$ cat src/rtl/clk_divider_bank.sv
// clk_divider_bank
//   Bank of NCH independent clock dividers running from the 50 MHz board clock.
//   Each channel produces a 50%-duty square wave and a one-cycle tick on every
//   rising edge of that wave. A fast mode swaps in short divisors so that
//   simulations finish quickly.
//
// Ports
//   clk_50m   in   1    system clock, every flop on posedge
//   cr        in   1    asynchronous active-high reset
//   en        in   1    count enable; 0 freezes every channel
//   resync    in   1    synchronous restart of all channels, phase aligned
//   sim_fast  in   1    1 selects SIM_HALF_CNT, 0 selects HALF_CNT
//   clk_out   out  NCH  divided square waves (registered)
//   tick      out  NCH  one-cycle strobe in the cycle clk_out[i] rises
//
// Channel i uses bits [i*CNT_W +: CNT_W] of HALF_CNT / SIM_HALF_CNT as its
// terminal count; the output period is 2*(term+1) enabled cycles.
module clk_divider_bank #(
  parameter int                   NCH          = 3,
  parameter int                   CNT_W        = 32,
  parameter logic [NCH*CNT_W-1:0] HALF_CNT     = {32'd24999, 32'd12499999, 32'd24999999},
  parameter logic [NCH*CNT_W-1:0] SIM_HALF_CNT = {32'd24, 32'd124, 32'd249}
) (
  input  logic           clk_50m,
  input  logic           cr,
  input  logic           en,
  input  logic           resync,
  input  logic           sim_fast,
  output logic [NCH-1:0] clk_out,
  output logic [NCH-1:0] tick
);

  // Reject parameter sets that cannot describe a usable bank.
  if (NCH < 1) begin : g_err_nch
    $error("clk_divider_bank: NCH must be at least 1");
  end
  if (CNT_W < 1) begin : g_err_cnt_w
    $error("clk_divider_bank: CNT_W must be at least 1");
  end

  localparam logic [CNT_W-1:0] CNT_ONE  = CNT_W'(1);
  localparam logic [CNT_W-1:0] CNT_ZERO = CNT_W'(0);

  for (genvar gi = 0; gi < NCH; gi++) begin : g_ch
    logic [CNT_W-1:0] term_s;
    logic [CNT_W-1:0] cnt_q;
    logic [CNT_W-1:0] cnt_d;
    logic             clk_q;
    logic             clk_d;
    logic             tick_q;
    logic             tick_d;

    // Next-state for one channel: resync beats enable, enable advances the count.
    always_comb begin
      term_s = sim_fast ? SIM_HALF_CNT[gi*CNT_W +: CNT_W] : HALF_CNT[gi*CNT_W +: CNT_W];
      cnt_d  = cnt_q;
      clk_d  = clk_q;
      tick_d = 1'b0;
      if (resync) begin
        cnt_d = CNT_ZERO;
        clk_d = 1'b0;
      end else if (en) begin
        // ">=" rather than "==": a switch to a shorter divisor that leaves the
        // count above the new terminal wraps at once instead of running to 2^CNT_W.
        if (cnt_q >= term_s) begin
          cnt_d  = CNT_ZERO;
          clk_d  = ~clk_q;
          tick_d = ~clk_q;
        end else begin
          cnt_d = cnt_q + CNT_ONE;
        end
      end else begin
        cnt_d = cnt_q;
        clk_d = clk_q;
      end
    end

    // Channel state register with asynchronous clear.
    always_ff @(posedge clk_50m or posedge cr) begin
      if (cr) begin
        cnt_q  <= CNT_ZERO;
        clk_q  <= 1'b0;
        tick_q <= 1'b0;
      end else begin
        cnt_q  <= cnt_d;
        clk_q  <= clk_d;
        tick_q <= tick_d;
      end
    end

    assign clk_out[gi] = clk_q;
    assign tick[gi]    = tick_q;
  end

endmodule

$ cat config.mk
export PLATFORM = sky130hd
export DESIGN_NAME = clk_divider_bank
export DESIGN_NICKNAME = d
export VERILOG_FILES = /design/src/rtl/clk_divider_bank.sv
export SDC_FILE = /design/constraint.sdc
export NUM_CORES = 1
export LEC_CHECK = 0
export CAP_MARGIN = 20
export CORE_ASPECT_RATIO = 0.5
export CORE_UTILIZATION = 45
export CTS_CLUSTER_DIAMETER = 50
export DETAILED_ROUTE_END_ITERATION = 8
export GPL_TIMING_DRIVEN = 0
export SLEW_MARGIN = 30
export SYNTH_ARGS = -nofsm -noshare
export SYNTH_HDL_FRONTEND = slang
export SYNTH_SLANG_ARGS = --single-unit
$ cat constraint.sdc
create_clock -name clk_50m -period 3.8 [get_ports clk_50m]
set_clock_uncertainty 0.1 [all_clocks]
set_input_delay 0.38 -clock clk_50m [delete_from_list [all_inputs] [get_ports clk_50m]]
set_output_delay 0.38 -clock clk_50m [all_outputs]
set_load 0.05 [all_outputs]
After elaboration in Yosys (flattened, before gate mapping)
Cells that the tools add are included.
- input bits: 5
- memories: 0
- ROM bits: 0
- flip-flop bits (word level): 102
- RAM bits: 0
- latch bits: 0
- add/sub/neg operators: 3
- bitwise operators: 3
- reduce and logical (&&, ||, !) cells: 7
- shifts and indexed selects: 0
- equal/unequal tests: 0
- muxes and demuxes: 30
- magnitude comparators: 3
- $mul: 0
- divide/modulo/power cells: 0
- operators by type and width (kind ; number):
    32-bit 2-to-1 mux ; 9
    32-bit by 1-bit adder with 32-bit output (second input constant) ; 3
    32-bit by 15-bit >= comparator with 1-bit output ; 1
    32-bit by 24-bit >= comparator with 1-bit output ; 1
    32-bit by 25-bit >= comparator with 1-bit output ; 1
    25-bit 2-to-1 mux ; 1
    24-bit 2-to-1 mux ; 1
    1-bit 2-to-1 mux ; 18
    15-bit 2-to-1 mux ; 1
    2-bit nonzero test ; 4
    2-bit AND reduction ; 3
    1-bit NOT ; 3

Longest topological paths before layout
- depth after elaboration: 5
- mapped depth: 9
- gate-level depth less buffers: 8

Worst setup path after synthesis
Ideal clock, no wire load.
- path kind: register to register
- start: register g_ch[1].cnt_q[23]
- end: register g_ch[1].cnt_q[31]
- stages on the path, launching flop included: 9
- path buffers: 1
- data arrival time: 2254 ps
- path slack: 1325 ps
- setup time: 121 ps
- path through: dfrtp_1 ha_1 nand4b_1 or3b_2 nor3_1 a211oi_4 o21ai_4 buf_6 nor2_2
- word-level cells in the longest chain between the ends: 4
- elaborated cells between the ends (all ways): 5
- those cells by class: add/sub: 1; order compare: 1; mux: 3
- RTL lines (element ; RTL line ; RTL):
    start, declared ; 46 ; logic [CNT_W-1:0] cnt_q;
    start signal, assigned ; 85 ; cnt_q <= cnt_d;
    32-bit by 1-bit adder with 32-bit output or 32-bit by 24-bit >= comparator with 1-bit output (tied branches) ; 70, 65 ;
    32-bit 2-to-1 mux (*) ; 65 ; if (cnt_q >= term_s) begin
    32-bit 2-to-1 mux (*) ; 62 ; end else if (en) begin
    32-bit 2-to-1 mux (*) ; 59 ; if (resync) begin
Every way passes the cells marked *; elsewhere a longest branch is shown, timed or not. The select of a mux whose other input is x is not followed.
A chain may end at the register's enable or synchronous reset.

Final worst setup path
- start: input sim_fast
- end: register g_ch[0].cnt_q[15]
- word-level cells in the longest chain between the ends: 5
- RTL lines (element ; RTL line ; RTL):
    start, declared ; 28 ; input logic sim_fast,
    25-bit 2-to-1 mux ; 55 ; term_s = sim_fast ? SIM_HALF_CNT[gi*CNT_W +: CNT_W] : HALF_CNT[gi*CNT_W +: CNT_W];
    32-bit by 25-bit >= comparator with 1-bit output ; 65 ;
    32-bit 2-to-1 mux ; 65 ;
    32-bit 2-to-1 mux ; 62 ;
    32-bit 2-to-1 mux ; 59 ;
    end signal, assigned ; 85 ;
    end, declared ; 46 ;
No other way between the ends. The select of a mux whose other input is x is not followed.

==> metrics.log <==
[metrics] status: finished clean
[metrics] GRT Max-Usage Layer: met2
[metrics] Detailed Routing Iterations Pass 1: 5
[metrics] number of inserted filler cells in the final layout: 1,182
[metrics] Post-CTS Setup Bufs: 0
[metrics] number of global-route vias before repair: 4,161
[metrics] number of levels the H-tree was split into: 3
[metrics] pin count of the biggest net entering global routing: 65
[metrics] Die Span X: 165.0 um
[metrics] placed cell count: 800
[metrics] number of clock sinks: 102
[metrics] final-report setup violation count: 0
[metrics] Worst Setup Path Type: in2reg
[metrics] CP startpoint kind: input pin
[metrics] buffers added on ports: 9
[metrics] cell count after synthesis: 619
[metrics] clock root buffer: sky130_fd_sc_hd__clkbuf_16
[metrics] initial antenna violation count: 0
[metrics] Arrival @ worst endpoint: 3.45 ns
[metrics] first-pass GRT wire length: 20,510 um
[metrics] per-cell via count in the routed design: 5.429
[metrics] Data required, critical path: 3.96 ns
[metrics] hold buffers post-CTS: 0
[metrics] slack of the worst reg-to-reg path: 0.64 ns
[metrics] synthesized netlist net count: 667
[metrics] Synth Area in Adders: 0.09001
[metrics] maximum count of clock buffers along a single path: 2
[metrics] post-DP HPWL: 8518 um
[metrics] Hold WC Path Type: in2async
[metrics] cell area after synthesis: 5977 um^2
[metrics] Largest stage delay, worst path: 0.87 ns
[metrics] met1 track demand over resource: 0.2731
[metrics] residual overflow from global routing: 0
[metrics] met2 layer usage reported by global route: 0.2841
[metrics] primary flip-flop cell chosen by synthesis mapping: sky130_fd_sc_hd__dfrtp_1
[metrics] number of enable-type register cells in the synthesized netlist: 0
[metrics] count of cell types in the netlist: 63
[metrics] Detail Route Antenna Nets: 0
[metrics] Hold Vio Cnt, Final: 0
[metrics] cells resized by post-CTS repair: 0
[metrics] RSZ-0062 raised after global routing: false
[metrics] PD cells: 316.6 nW/um^2
[metrics] share of async-settable or async-resettable flops after synthesis: 1.000
[metrics] total track usage: 0.1870
[metrics] combined buffer and inverter count along the critical path: 3
[metrics] Die Footprint: 13,780 um^2
[metrics] DRC marker count from the first detailed-route iteration: 233
[metrics] fraction of the cycle the final worst path needs: 0.8648
[metrics] Via Count: 4,430
[metrics] Peak supply drop: 222.2 uV
[metrics] Inserted Clock Buffers: 9
[metrics] number of ports placed on the die boundary: 11
[metrics] Tightest Pin Transition: 0.9599 ns
[metrics] layout cells sized above 1: 0.1084
[metrics] final instance count without filler cells: 816
[metrics] post-route core utilization: 0.5169
[metrics] static leakage power: 0.003017 uW
[metrics] Slowest-stage cell, CP: sky130_fd_sc_hd__a2111oi_0
[metrics] number of maximum-capacitance violations: 0
[metrics] worst-path fanout max: 19
[metrics] Post-Route WL: 11,970 um
[metrics] number of placement rows: 29
[metrics] Critical Path Sink Type: flip-flop
[metrics] ant diodes: 0
[metrics] clock tree from TritonCTS: yes
[metrics] clock edge transition at the registers on the reported setup and hold paths: 0.07 ns
[metrics] Post-Synth XOR/XNOR Area: 0.09671
[metrics] ordered list of cells on the worst path: buf_2 > buf_16 > ha_1 > a211oi_1 > nand2_1 > a2111oi_0 > a31oi_1 > clkbuf_1 > nor2_1
[metrics] highest clock frequency the design can meet: 304.3 MHz
[metrics] Core Region: 12,810 um^2
[metrics] synthesis-to-layout area growth: 10.78%
[metrics] yosys warns: 0
[metrics] WL/cell: 14.66 um
[metrics] Slew Viols, Final: 0
[metrics] simple logic cell fraction of the synthesized area: 0.2560
[metrics] post-synthesis average cell area: 9.656 um^2
[metrics] effective utilization at floorplan: 0.4666
[metrics] dominant combinational cell family by area after synthesis: simple AND/OR/NAND/NOR gates
[metrics] min cycle time layout: 3.286 ns
[metrics] met3 Usage GRT: 0.04421
[metrics] multiplexer area fraction after synthesis: 0.003349
[metrics] latest clock arrival within the worst-skew pair: 0.34 ns
[metrics] fraction of the mapped netlist area in compound gates: 0.09776
[metrics] Final nets: 689
[metrics] gpl congestion: 0.8216
[metrics] number of register bits inferred by synthesis: 102
[metrics] Seq/Total Area, Yosys: 0.4270
[metrics] worst rel slew slack: 0.3435
[metrics] Vert. Die Dim: 83.50 um
[metrics] number of DRC violations after detailed routing: 0
[metrics] CP delay by family, top: compound AO/OA/AOI/OAI gates
## layout by cell type (no fill, tap or decap), types with 19 or more instances in the layout
| cell | Yosys | final |
|---|---|---|
| sky130_fd_sc_hd__nand4_1 | 20 | 20 |
| sky130_fd_sc_hd__xor2_1 | 49 | 49 |
| sky130_fd_sc_hd__nand2_1 | 46 | 46 |
| sky130_fd_sc_hd__and3_1 | 21 | 21 |
| sky130_fd_sc_hd__ha_1 | 43 | 43 |
| sky130_fd_sc_hd__nor2_2 | 20 | 20 |
| sky130_fd_sc_hd__nor2_1 | 80 | 80 |
| sky130_fd_sc_hd__nand3_1 | 36 | 36 |
| sky130_fd_sc_hd__a21oi_1 | 19 | 19 |
| sky130_fd_sc_hd__dfrtp_1 | 102 | 102 |
## Yosys cell counts, types with 11 or more instances
master,n,area share
sky130_fd_sc_hd__a21oi_1,19,0.016
sky130_fd_sc_hd__and3_1,21,0.022
sky130_fd_sc_hd__clkbuf_1,12,0.0075
sky130_fd_sc_hd__dfrtp_1,102,0.43
sky130_fd_sc_hd__ha_1,43,0.090
sky130_fd_sc_hd__nand2_1,46,0.029
sky130_fd_sc_hd__nand3_1,36,0.030
sky130_fd_sc_hd__nand4_1,20,0.021
sky130_fd_sc_hd__nor2_1,80,0.050
sky130_fd_sc_hd__nor2_2,20,0.021
sky130_fd_sc_hd__nor3_1,17,0.014
sky130_fd_sc_hd__o21ai_0,11,0.0092
sky130_fd_sc_hd__xnor2_1,17,0.025
sky130_fd_sc_hd__xor2_1,49,0.072
## per-stage QoR
step	total power, uW	hold slack, ns	setup slack [ns]	instance area, um^2	TNS, ns
after floorplan	1199	0.3468	0.6445	5977	0
after global routing	2190	0.3448	0.3198	6621	0
after global placement	1238	0.3679	-1.192	6280	-188.26
after detailed placement	1248	0.3737	0.2335	6340	0
after CTS	2128	0.3159	0.5894	6621	0
final	2097	0.3054	0.5137	6621	0
## state kept, by name, indices dropped and copies added, names as in the netlist
register,flops
g_ch.clk_q,3
g_ch.cnt_q,96
g_ch.tick_q,3
## logic make-up after synthesis
group,after synthesis
flip-flops,102
AO/OA/AOI/OAI,78
buffers and inverters,32
multiplexers,2
adder cells (fa/ha/maj),43
AND/OR/NAND/NOR,296
XOR/XNOR,66
## path summary, 6_finish.rpt
check	start	endpoint	depth (start not counted)
setup / recovery	sim_fast	g_ch[0].cnt_q[15]	9
hold / removal	cr	g_ch[2].cnt_q[21]	2
setup reg to reg	g_ch[0].cnt_q[22]	g_ch[0].cnt_q[15]	7
hold reg to reg	g_ch[2].cnt_q[31]	g_ch[2].cnt_q[31]	1
max in group asynchronous	cr	g_ch[0].cnt_q[23]	3
min in group clk_50m	g_ch[2].cnt_q[31]	g_ch[2].cnt_q[31]	1
## worst register-to-register path, stage by stage (launching register included)
cell	delay (ns)
sky130_fd_sc_hd__dfrtp_1	0.43
sky130_fd_sc_hd__ha_1	0.32
sky130_fd_sc_hd__a211oi_1	0.24
sky130_fd_sc_hd__nand2_1	0.08
sky130_fd_sc_hd__a2111oi_0	0.87
sky130_fd_sc_hd__a31oi_1	0.51
sky130_fd_sc_hd__clkbuf_1	0.36
sky130_fd_sc_hd__nor2_1	0.17
## final cells by class
| class | count | area [um^2] | area share |
|---|---|---|---|
| Clock buffer | 9 | 225.2 | 0.03401 |
| Inverter | 7 | 31.28 | 0.004724 |
| Buffer | 25 | 147.6 | 0.02230 |
| Tap cell | 170 | 212.7 | 0.03212 |
| Timing Repair Buffer | 11 | 140.1 | 0.02116 |
| Clock inverter | 7 | 56.30 | 0.008503 |
| Multi-Input combinational cell | 485 | 3256 | 0.4917 |
| Sequential cell | 102 | 2552 | 0.3855 |
## layer usage
metal | up-vias | wire length (um)
li1 | 2250 | -
met1 | 2131 | 6341
met2 | 42 | 5178
met3 | 7 | 374
met4 | 0 | 71
met5 | - | 0
## report_power, final
part / switching (uW) / internal, uW
logic: 87.8 / 38.7
clock network: 421 / 453
registers: 6.61 / 1090
Note: power is estimated with default switching activity, not from simulation.
